--- config.mk ---
export PLATFORM = sky130hd
export DESIGN_NAME = registro_de_corrimiento_transmisor_flat
export DESIGN_NICKNAME = d
export VERILOG_FILES = /design/src/rtl/spi_pkg.sv /design/src/rtl/registro_de_corrimiento_transmisor_if.sv /design/src/rtl/registro_de_corrimiento_transmisor_contador_espera.sv /design/src/rtl/registro_de_corrimiento_transmisor.sv /design/src/flat_wrapper.sv
export SDC_FILE = /design/constraint.sdc
export NUM_CORES = 1
export LEC_CHECK = 0
export CORE_UTILIZATION = 30
export DETAILED_ROUTE_END_ITERATION = 8
export SYNTH_ARGS = -nofsm -noshare
export SYNTH_HDL_FRONTEND = slang
export SYNTH_SLANG_ARGS = --single-unit
--- constraint.sdc ---
create_clock -name clck_i -period 1.4 [get_ports clck_i]
set_input_delay 0.28 -clock clck_i [delete_from_list [all_inputs] [get_ports clck_i]]
set_output_delay 0.28 -clock clck_i [all_outputs]
set_load 0.005 [all_outputs]
--- src/rtl/spi_pkg.sv ---
// spi_pkg: shared SPI types and defaults for the transmit/receive shift registers
package spi_pkg;
  typedef enum logic [1:0] {IDLE, SETUP, SHIFT, HOLD} spi_tx_estado_t;
  localparam int SPI_DATA_W_DEF = 8;
  localparam int SPI_MODE = 0;
  function automatic int max_int(input int a, input int b);
    return (a > b) ? a : b;
  endfunction
endpackage

--- src/rtl/registro_de_corrimiento_transmisor_if.sv ---
// registro_de_corrimiento_transmisor_if: word handshake, SCLK strobes and SPI pins of the transmitter
interface registro_de_corrimiento_transmisor_if #(parameter int DATA_W = spi_pkg::SPI_DATA_W_DEF);
  logic [DATA_W-1:0] dato_i;
  logic valido_i;
  logic listo_o;
  logic psclk_i;
  logic nsclk_i;
  logic sclk_en_o;
  logic mosi_o;
  logic cs_n_o;
  logic ocupado_o;
  logic fin_o;
  modport master (
    output dato_i, valido_i, psclk_i, nsclk_i,
    input  listo_o, sclk_en_o, mosi_o, cs_n_o, ocupado_o, fin_o
  );
  modport slave (
    input  dato_i, valido_i, psclk_i, nsclk_i,
    output listo_o, sclk_en_o, mosi_o, cs_n_o, ocupado_o, fin_o
  );
endinterface

--- src/rtl/registro_de_corrimiento_transmisor_contador_espera.sv ---
// registro_de_corrimiento_transmisor_contador_espera: loadable count-down wait counter, fin while zero
module registro_de_corrimiento_transmisor_contador_espera #(
  parameter int W = 2
) (
  input  logic         clk,
  input  logic         rst,
  input  logic         cargar,
  input  logic         contar,
  input  logic [W-1:0] valor,
  output logic         fin
);
  logic [W-1:0] cnt;
  always_ff @(posedge clk)
    if (rst) cnt <= '0;
    else if (cargar) cnt <= valor;
    else if (contar && cnt != '0) cnt <= cnt - 1'b1;
  assign fin = cnt == '0;
endmodule

--- src/rtl/registro_de_corrimiento_transmisor.sv ---
// registro_de_corrimiento_transmisor: SPI mode-0 master transmit shift register, MSB first
module registro_de_corrimiento_transmisor
  import spi_pkg::*;
#(
  parameter int DATA_W    = SPI_DATA_W_DEF,
  parameter int SETUP_CYC = 2,
  parameter int HOLD_CYC  = 2
) (
  input logic clck_i,
  input logic rst_i,
  registro_de_corrimiento_transmisor_if.slave bus
);
  localparam int BW = $clog2(DATA_W + 1);
  localparam int CW = $clog2(max_int(SETUP_CYC, HOLD_CYC) + 1);
  spi_tx_estado_t estado, estado_sig;
  logic [DATA_W-1:0] sreg, sreg_d;
  logic [BW-1:0] bit_cnt, bit_cnt_d;
  logic listo_d, ocupado_d, sclk_en_d, mosi_d, cs_n_d, fin_d;
  logic cargar, contar, espera_fin;
  logic [CW-1:0] valor;
  logic hs, ultimo;
  assign hs = bus.valido_i && bus.listo_o;
  assign ultimo = bus.psclk_i && bit_cnt == BW'(DATA_W - 1);
  assign contar = estado == SETUP || estado == HOLD;
  registro_de_corrimiento_transmisor_contador_espera #(.W(CW)) u_espera (
    .clk(clck_i), .rst(rst_i), .cargar(cargar), .contar(contar), .valor(valor), .fin(espera_fin)
  );
  always_ff @(posedge clck_i)
    if (rst_i) begin
      estado        <= IDLE;
      sreg          <= '0;
      bit_cnt       <= '0;
      bus.listo_o   <= 1'b0;
      bus.ocupado_o <= 1'b0;
      bus.sclk_en_o <= 1'b0;
      bus.mosi_o    <= 1'b0;
      bus.cs_n_o    <= 1'b1;
      bus.fin_o     <= 1'b0;
    end else begin
      estado        <= estado_sig;
      sreg          <= sreg_d;
      bit_cnt       <= bit_cnt_d;
      bus.listo_o   <= listo_d;
      bus.ocupado_o <= ocupado_d;
      bus.sclk_en_o <= sclk_en_d;
      bus.mosi_o    <= mosi_d;
      bus.cs_n_o    <= cs_n_d;
      bus.fin_o     <= fin_d;
    end
  always_comb begin
    estado_sig = estado;
    case (estado)
      IDLE:    estado_sig = hs ? SETUP : IDLE;
      SETUP:   estado_sig = espera_fin ? SHIFT : SETUP;
      SHIFT:   estado_sig = ultimo ? HOLD : SHIFT;
      HOLD:    estado_sig = espera_fin ? IDLE : HOLD;
      default: estado_sig = IDLE;
    endcase
  end
  // a simultaneous psclk/nsclk pair counts the rising edge and drops the shift
  always_comb begin
    sreg_d    = sreg;
    bit_cnt_d = bit_cnt;
    sclk_en_d = bus.sclk_en_o;
    mosi_d    = bus.mosi_o;
    cs_n_d    = bus.cs_n_o;
    fin_d     = 1'b0;
    cargar    = 1'b0;
    valor     = '0;
    listo_d   = estado_sig == IDLE;
    ocupado_d = estado_sig != IDLE;
    case (estado)
      IDLE:
        if (hs) begin
          sreg_d    = bus.dato_i;
          mosi_d    = bus.dato_i[DATA_W-1];
          cs_n_d    = 1'b0;
          bit_cnt_d = '0;
          cargar    = 1'b1;
          valor     = CW'(SETUP_CYC - 1);
        end
      SETUP: sclk_en_d = espera_fin ? 1'b1 : bus.sclk_en_o;
      SHIFT:
        if (bus.psclk_i) begin
          bit_cnt_d = bit_cnt + 1'b1;
          if (ultimo) begin
            sclk_en_d = 1'b0;
            cargar    = 1'b1;
            valor     = CW'(HOLD_CYC - 1);
          end
        end else if (bus.nsclk_i && bit_cnt < BW'(DATA_W)) begin
          sreg_d = sreg << 1;
          mosi_d = sreg[DATA_W-2];
        end
      HOLD:
        if (espera_fin) begin
          cs_n_d = 1'b1;
          mosi_d = 1'b0;
          fin_d  = 1'b1;
        end
      default: ;
    endcase
  end
endmodule

--- src/flat_wrapper.sv ---
// flat-port wrapper written by rule: the top's interface ports become plain ports
module registro_de_corrimiento_transmisor_flat import spi_pkg::*;
#(
  parameter int DATA_W    = SPI_DATA_W_DEF,
  parameter int SETUP_CYC = 2,
  parameter int HOLD_CYC  = 2
)
  (clck_i, rst_i, bus_dato_i, bus_valido_i, bus_psclk_i, bus_nsclk_i, bus_listo_o, bus_sclk_en_o, bus_mosi_o, bus_cs_n_o, bus_ocupado_o, bus_fin_o);
  registro_de_corrimiento_transmisor_if #(.DATA_W(DATA_W)) bus_i ();
  input logic clck_i;
  input logic rst_i;
  input wire logic [$bits(bus_i.dato_i)-1:0] bus_dato_i;
  input wire logic [$bits(bus_i.valido_i)-1:0] bus_valido_i;
  input wire logic [$bits(bus_i.psclk_i)-1:0] bus_psclk_i;
  input wire logic [$bits(bus_i.nsclk_i)-1:0] bus_nsclk_i;
  output wire logic [$bits(bus_i.listo_o)-1:0] bus_listo_o;
  output wire logic [$bits(bus_i.sclk_en_o)-1:0] bus_sclk_en_o;
  output wire logic [$bits(bus_i.mosi_o)-1:0] bus_mosi_o;
  output wire logic [$bits(bus_i.cs_n_o)-1:0] bus_cs_n_o;
  output wire logic [$bits(bus_i.ocupado_o)-1:0] bus_ocupado_o;
  output wire logic [$bits(bus_i.fin_o)-1:0] bus_fin_o;
  assign bus_i.dato_i = bus_dato_i;
  assign bus_i.valido_i = bus_valido_i;
  assign bus_i.psclk_i = bus_psclk_i;
  assign bus_i.nsclk_i = bus_nsclk_i;
  assign bus_listo_o = bus_i.listo_o;
  assign bus_sclk_en_o = bus_i.sclk_en_o;
  assign bus_mosi_o = bus_i.mosi_o;
  assign bus_cs_n_o = bus_i.cs_n_o;
  assign bus_ocupado_o = bus_i.ocupado_o;
  assign bus_fin_o = bus_i.fin_o;
  registro_de_corrimiento_transmisor #(.DATA_W(DATA_W), .SETUP_CYC(SETUP_CYC), .HOLD_CYC(HOLD_CYC)) u_core (.clck_i(clck_i), .rst_i(rst_i), .bus(bus_i));
endmodule
==> results.md <==
- Hold_buf cts: 0
- GRT busiest layer: met2
- Initial antenna violation count: 0
- Area occupied by multi-input gates: roughly 540 µm²
- Hold Path Origin: u_core.bus.sclk_en_o
- Synth Area in Compound Gates: 0.145
- Gr ovfl total: 0
- CP max stage cell: or3b_4
- #FFs+latches synth: 21
- Total Wirelength: ~2100 µm
- Worst Skew: ~0.0034 ns
- Simple-gate share of the synthesized area: 0.222
- First-pass GRT wire length: 3740 µm
- Commonest non-fill, non-tap cells in the layout: dfxtp_1 (16), nor2_1 (15), buf_4 (15), clkdlybuf4s50_1 (10)
- Commonest non-fill, non-tap cell in the layout: dfxtp_1
- Synth Area in Adders: 0.0259
- WS Path Type: flop to flop
- Vias in the first global route: a little under 900
- Remaining antenna violation count after routing: 0
- Gr usage total: 0.141
- EDFF count, synth: 0
- Initial DRC count: 31
- R2r worst-path depth: 5
- Maximum vdd drop: ~0.00032 V
- Reg-to-reg setup timing slack: -0.03 ns
- CTS tree: built
- Met1 Use GR: 0.167
- Largest family of logic cells by synthesized area: simple AND/OR/NAND/NOR gates
- Max clock buf depth: 2
- Violated checks: setup timing
- Port bufs: 18
- Core area: just over 3000 µm²
- Diodes inserted: 0
- Worst Tran Pin Value: about 0.3 ns
- Wire per inst: between 10 and 15 µm
- Die area: around 3400 µm²
- Post-synthesis cell count: approximately 100
- Final TNS setup: -0.0555 ns
- Vias/cell: about 4.7
- Max incr delay on CP: around 0.37 ns
- Cell row count: 20
- Worst skew pair latency: about 0.29 ns
- Finished Core Util: 0.458
- Seq/Total Area, Yosys: 0.436
- Area delta synth->final: 45.0%
- Pre-antenna DRT Iters: 4
- Power per Cell Area: around 950 nW/µm²
- Die width: 58.7 µm
- Tcrit/Tclk final: 1.02
- Register area: around 430 µm²
- Mux cell area share after synthesis: 0.0830
- Final Max Tran Viols: 0
- Largest net degree at the start of global routing: 12
- Status: complete, but fails checks
- Worst reg2reg path startpoint: u_core.bit_cnt[3]
- Final Hold Fails: 0
- Starting Density: 0.316
- Max_cap viols: 0
- Startpoint types: flop
- Crit-path max FO: 6
- P_leak: just over 0.6 nW
- CTS Root Cell: clkbuf_4
- Setup ws final: -0.0270 ns
- Detailed-route DRC error count: 0
- Worst rel slew slack: 0.800
- Vias: 841
- Async S/R FF share, synth: 0
- Gpl congestion: between 0.7 and 0.8
- Post-DP HPWL: between 1500 and 2000 µm
- Worst setup EP type: flop
- Filler cell count: between 300 and 400
- Max Clk Rate: approximately 0.70 GHz
- Cell variety after synth: 31
- H-tree level count: 1
- Worst R2R End: u_core.sreg[3]
- Total CTS buffers: 3
- RSZ-0062 raised after global routing: true
- Met2 Resource Use GR: 0.263
- GR met3 Demand/Resource: 0.0220
- WP data required: approximately 1.6 ns
- Nets@finish: approximately 150
- Yosys Warn Count: 0
- Top_reg_cell synth: dfxtp_1
- Worst hold path type: flop to flop
- CTS sink cnt: 21
- Clk slew on worst S/H paths: roughly 0.11 ns
- Die height: between 50 and 60 µm
- Final min period: 1.43 ns
- Share of layout cells above drive strength 1: 0.331
- Mapped Nets: roughly 120
- Crit path DAT: 1.65 ns
- Worst-path cell chain: or3b_4 > a211oi_4 > buf_6 > nor2_4 > a211oi_2
- Synth Area in XOR/XNOR: 0.0363
- Syn Area/Cell: approximately 9.5 µm²
- Hold EP: u_core.bus.sclk_en_o
- IO Pins: 19
- Hold Path Stages: 2
- Synthesized area: between 900 and 1000 µm²
- Final setup fails: 4
[Yosys cell counts (2+ instances only)]
| master | n | area [µm²] |
|---|---|---|
| buf_2 | 4 | 20.0 |
| nand3_1 | 2 | 10.0 |
| a21oi_1 | 4 | 20.0 |
| and3b_1 | 2 | 17.5 |
| a211oi_2 | 4 | 50.1 |
| nand2_1 | 5 | 18.8 |
| dfxtp_1 | 21 | 420 |
| nor2_1 | 19 | 71.3 |
| ha_1 | 2 | 25.0 |
| a31oi_1 | 2 | 12.5 |
| inv_1 | 3 | 11.3 |
| nor3b_1 | 2 | 15.0 |
| mux2i_1 | 8 | 80.1 |
| xor2_1 | 3 | 26.3 |
| a211oi_1 | 2 | 15.0 |
| nand2b_1 | 3 | 18.8 |
| or2_2 | 2 | 12.5 |
[routing by layer]
metal / share of wire / vias up
met5: 0 / -
met4: 0.012 / 0
met3: 0.041 / 2
met2: 0.49 / 21
met1: 0.45 / 399
li1: - / 419
[area by class of cell]
cell class	instances	share of cell area
multi-input cells	71	0.388
flip-flops and latches	21	0.305
repair buffers	37	0.241
well taps	44	0.0394
clock buffers	4	0.0188
inverters	3	0.00805
[worst max-delay path: cells and delay by family, from the launching register on]
family,cells,cell delay [ns]
compound gates,2,0.43
buf+inv,1,0.18
simple gates,2,0.41
flops,1,0.34
[registers in the layout (all words and copies together), names as in the netlist]
signal and flops:
u_core.bus.listo_o 1, u_core.bit_cnt 4, u_core.u_espera.cnt 2, u_core.bus.sclk_en_o 1, u_core.bus.fin_o 1, u_core.estado 2, u_core.bus.mosi_o 1, u_core.sreg 7
u_core.bus.cs_n_o 1, u_core.bus.ocupado_o 1
[stage by stage]
| step | hold slack [ns] | power (mW) | instances | area (µm²) | setup slack (ns) |
|---|---|---|---|---|---|
| finish | 0.494 | 1.33 | 180 | 1400 | -0.0270 |
| global route | 0.529 | 1.43 | 180 | 1400 | -0.0974 |
| CTS | 0.500 | 1.37 | 182 | 1420 | -0.115 |
| detailed placement | 0.468 | 1.02 | 172 | 1300 | -0.474 |
| global placement | 0.454 | 1.01 | 172 | 1300 | -0.451 |
| floorplan | 0.416 | 0.872 | 102 | 966 | 0.00322 |
[cells by family after synthesis]
| group | after synthesis |
|---|---|
| AO/OA/AOI/OAI | 16 |
| XOR/XNOR | 4 |
| adder cells (fa/ha/maj) | 2 |
| buffers and inverters | 10 |
| flip-flops | 21 |
| multiplexers | 8 |
| AND/OR/NAND/NOR | 41 |
[power by group]
group / internal (mW) / switching (mW) / leakage, nW
clock: 0.111 / 0.169 / 0.0150
sequential: 0.650 / 0.0370 / 0.173
combinational: 0.207 / 0.157 / 0.422
[repair_timing]
item                                    4_1_cts  5_1_grt
endpoints found under the setup margin       13       10
setup buffers                                 5        0
pin swaps                                    10        5
cloned                                        1        0
resized for setup                            22        6
[worst max path at each step]
stage	startpoint	endpoint	slack, ns	depth (start not counted)
floorplan	u_core.bit_cnt[3]	u_core.sreg[2]	0.003	5
global placement	bus_nsclk_i	u_core.sreg[3]	-0.45	6
detailed placement	bus_nsclk_i	u_core.sreg[6]	-0.47	6
CTS	u_core.bit_cnt[3]	u_core.sreg[2]	-0.11	6
global route	u_core.bit_cnt[3]	u_core.sreg[3]	-0.1	5
finish	u_core.bit_cnt[3]	u_core.sreg[3]	-0.03	5
Power figures use the tool's default switching activity.
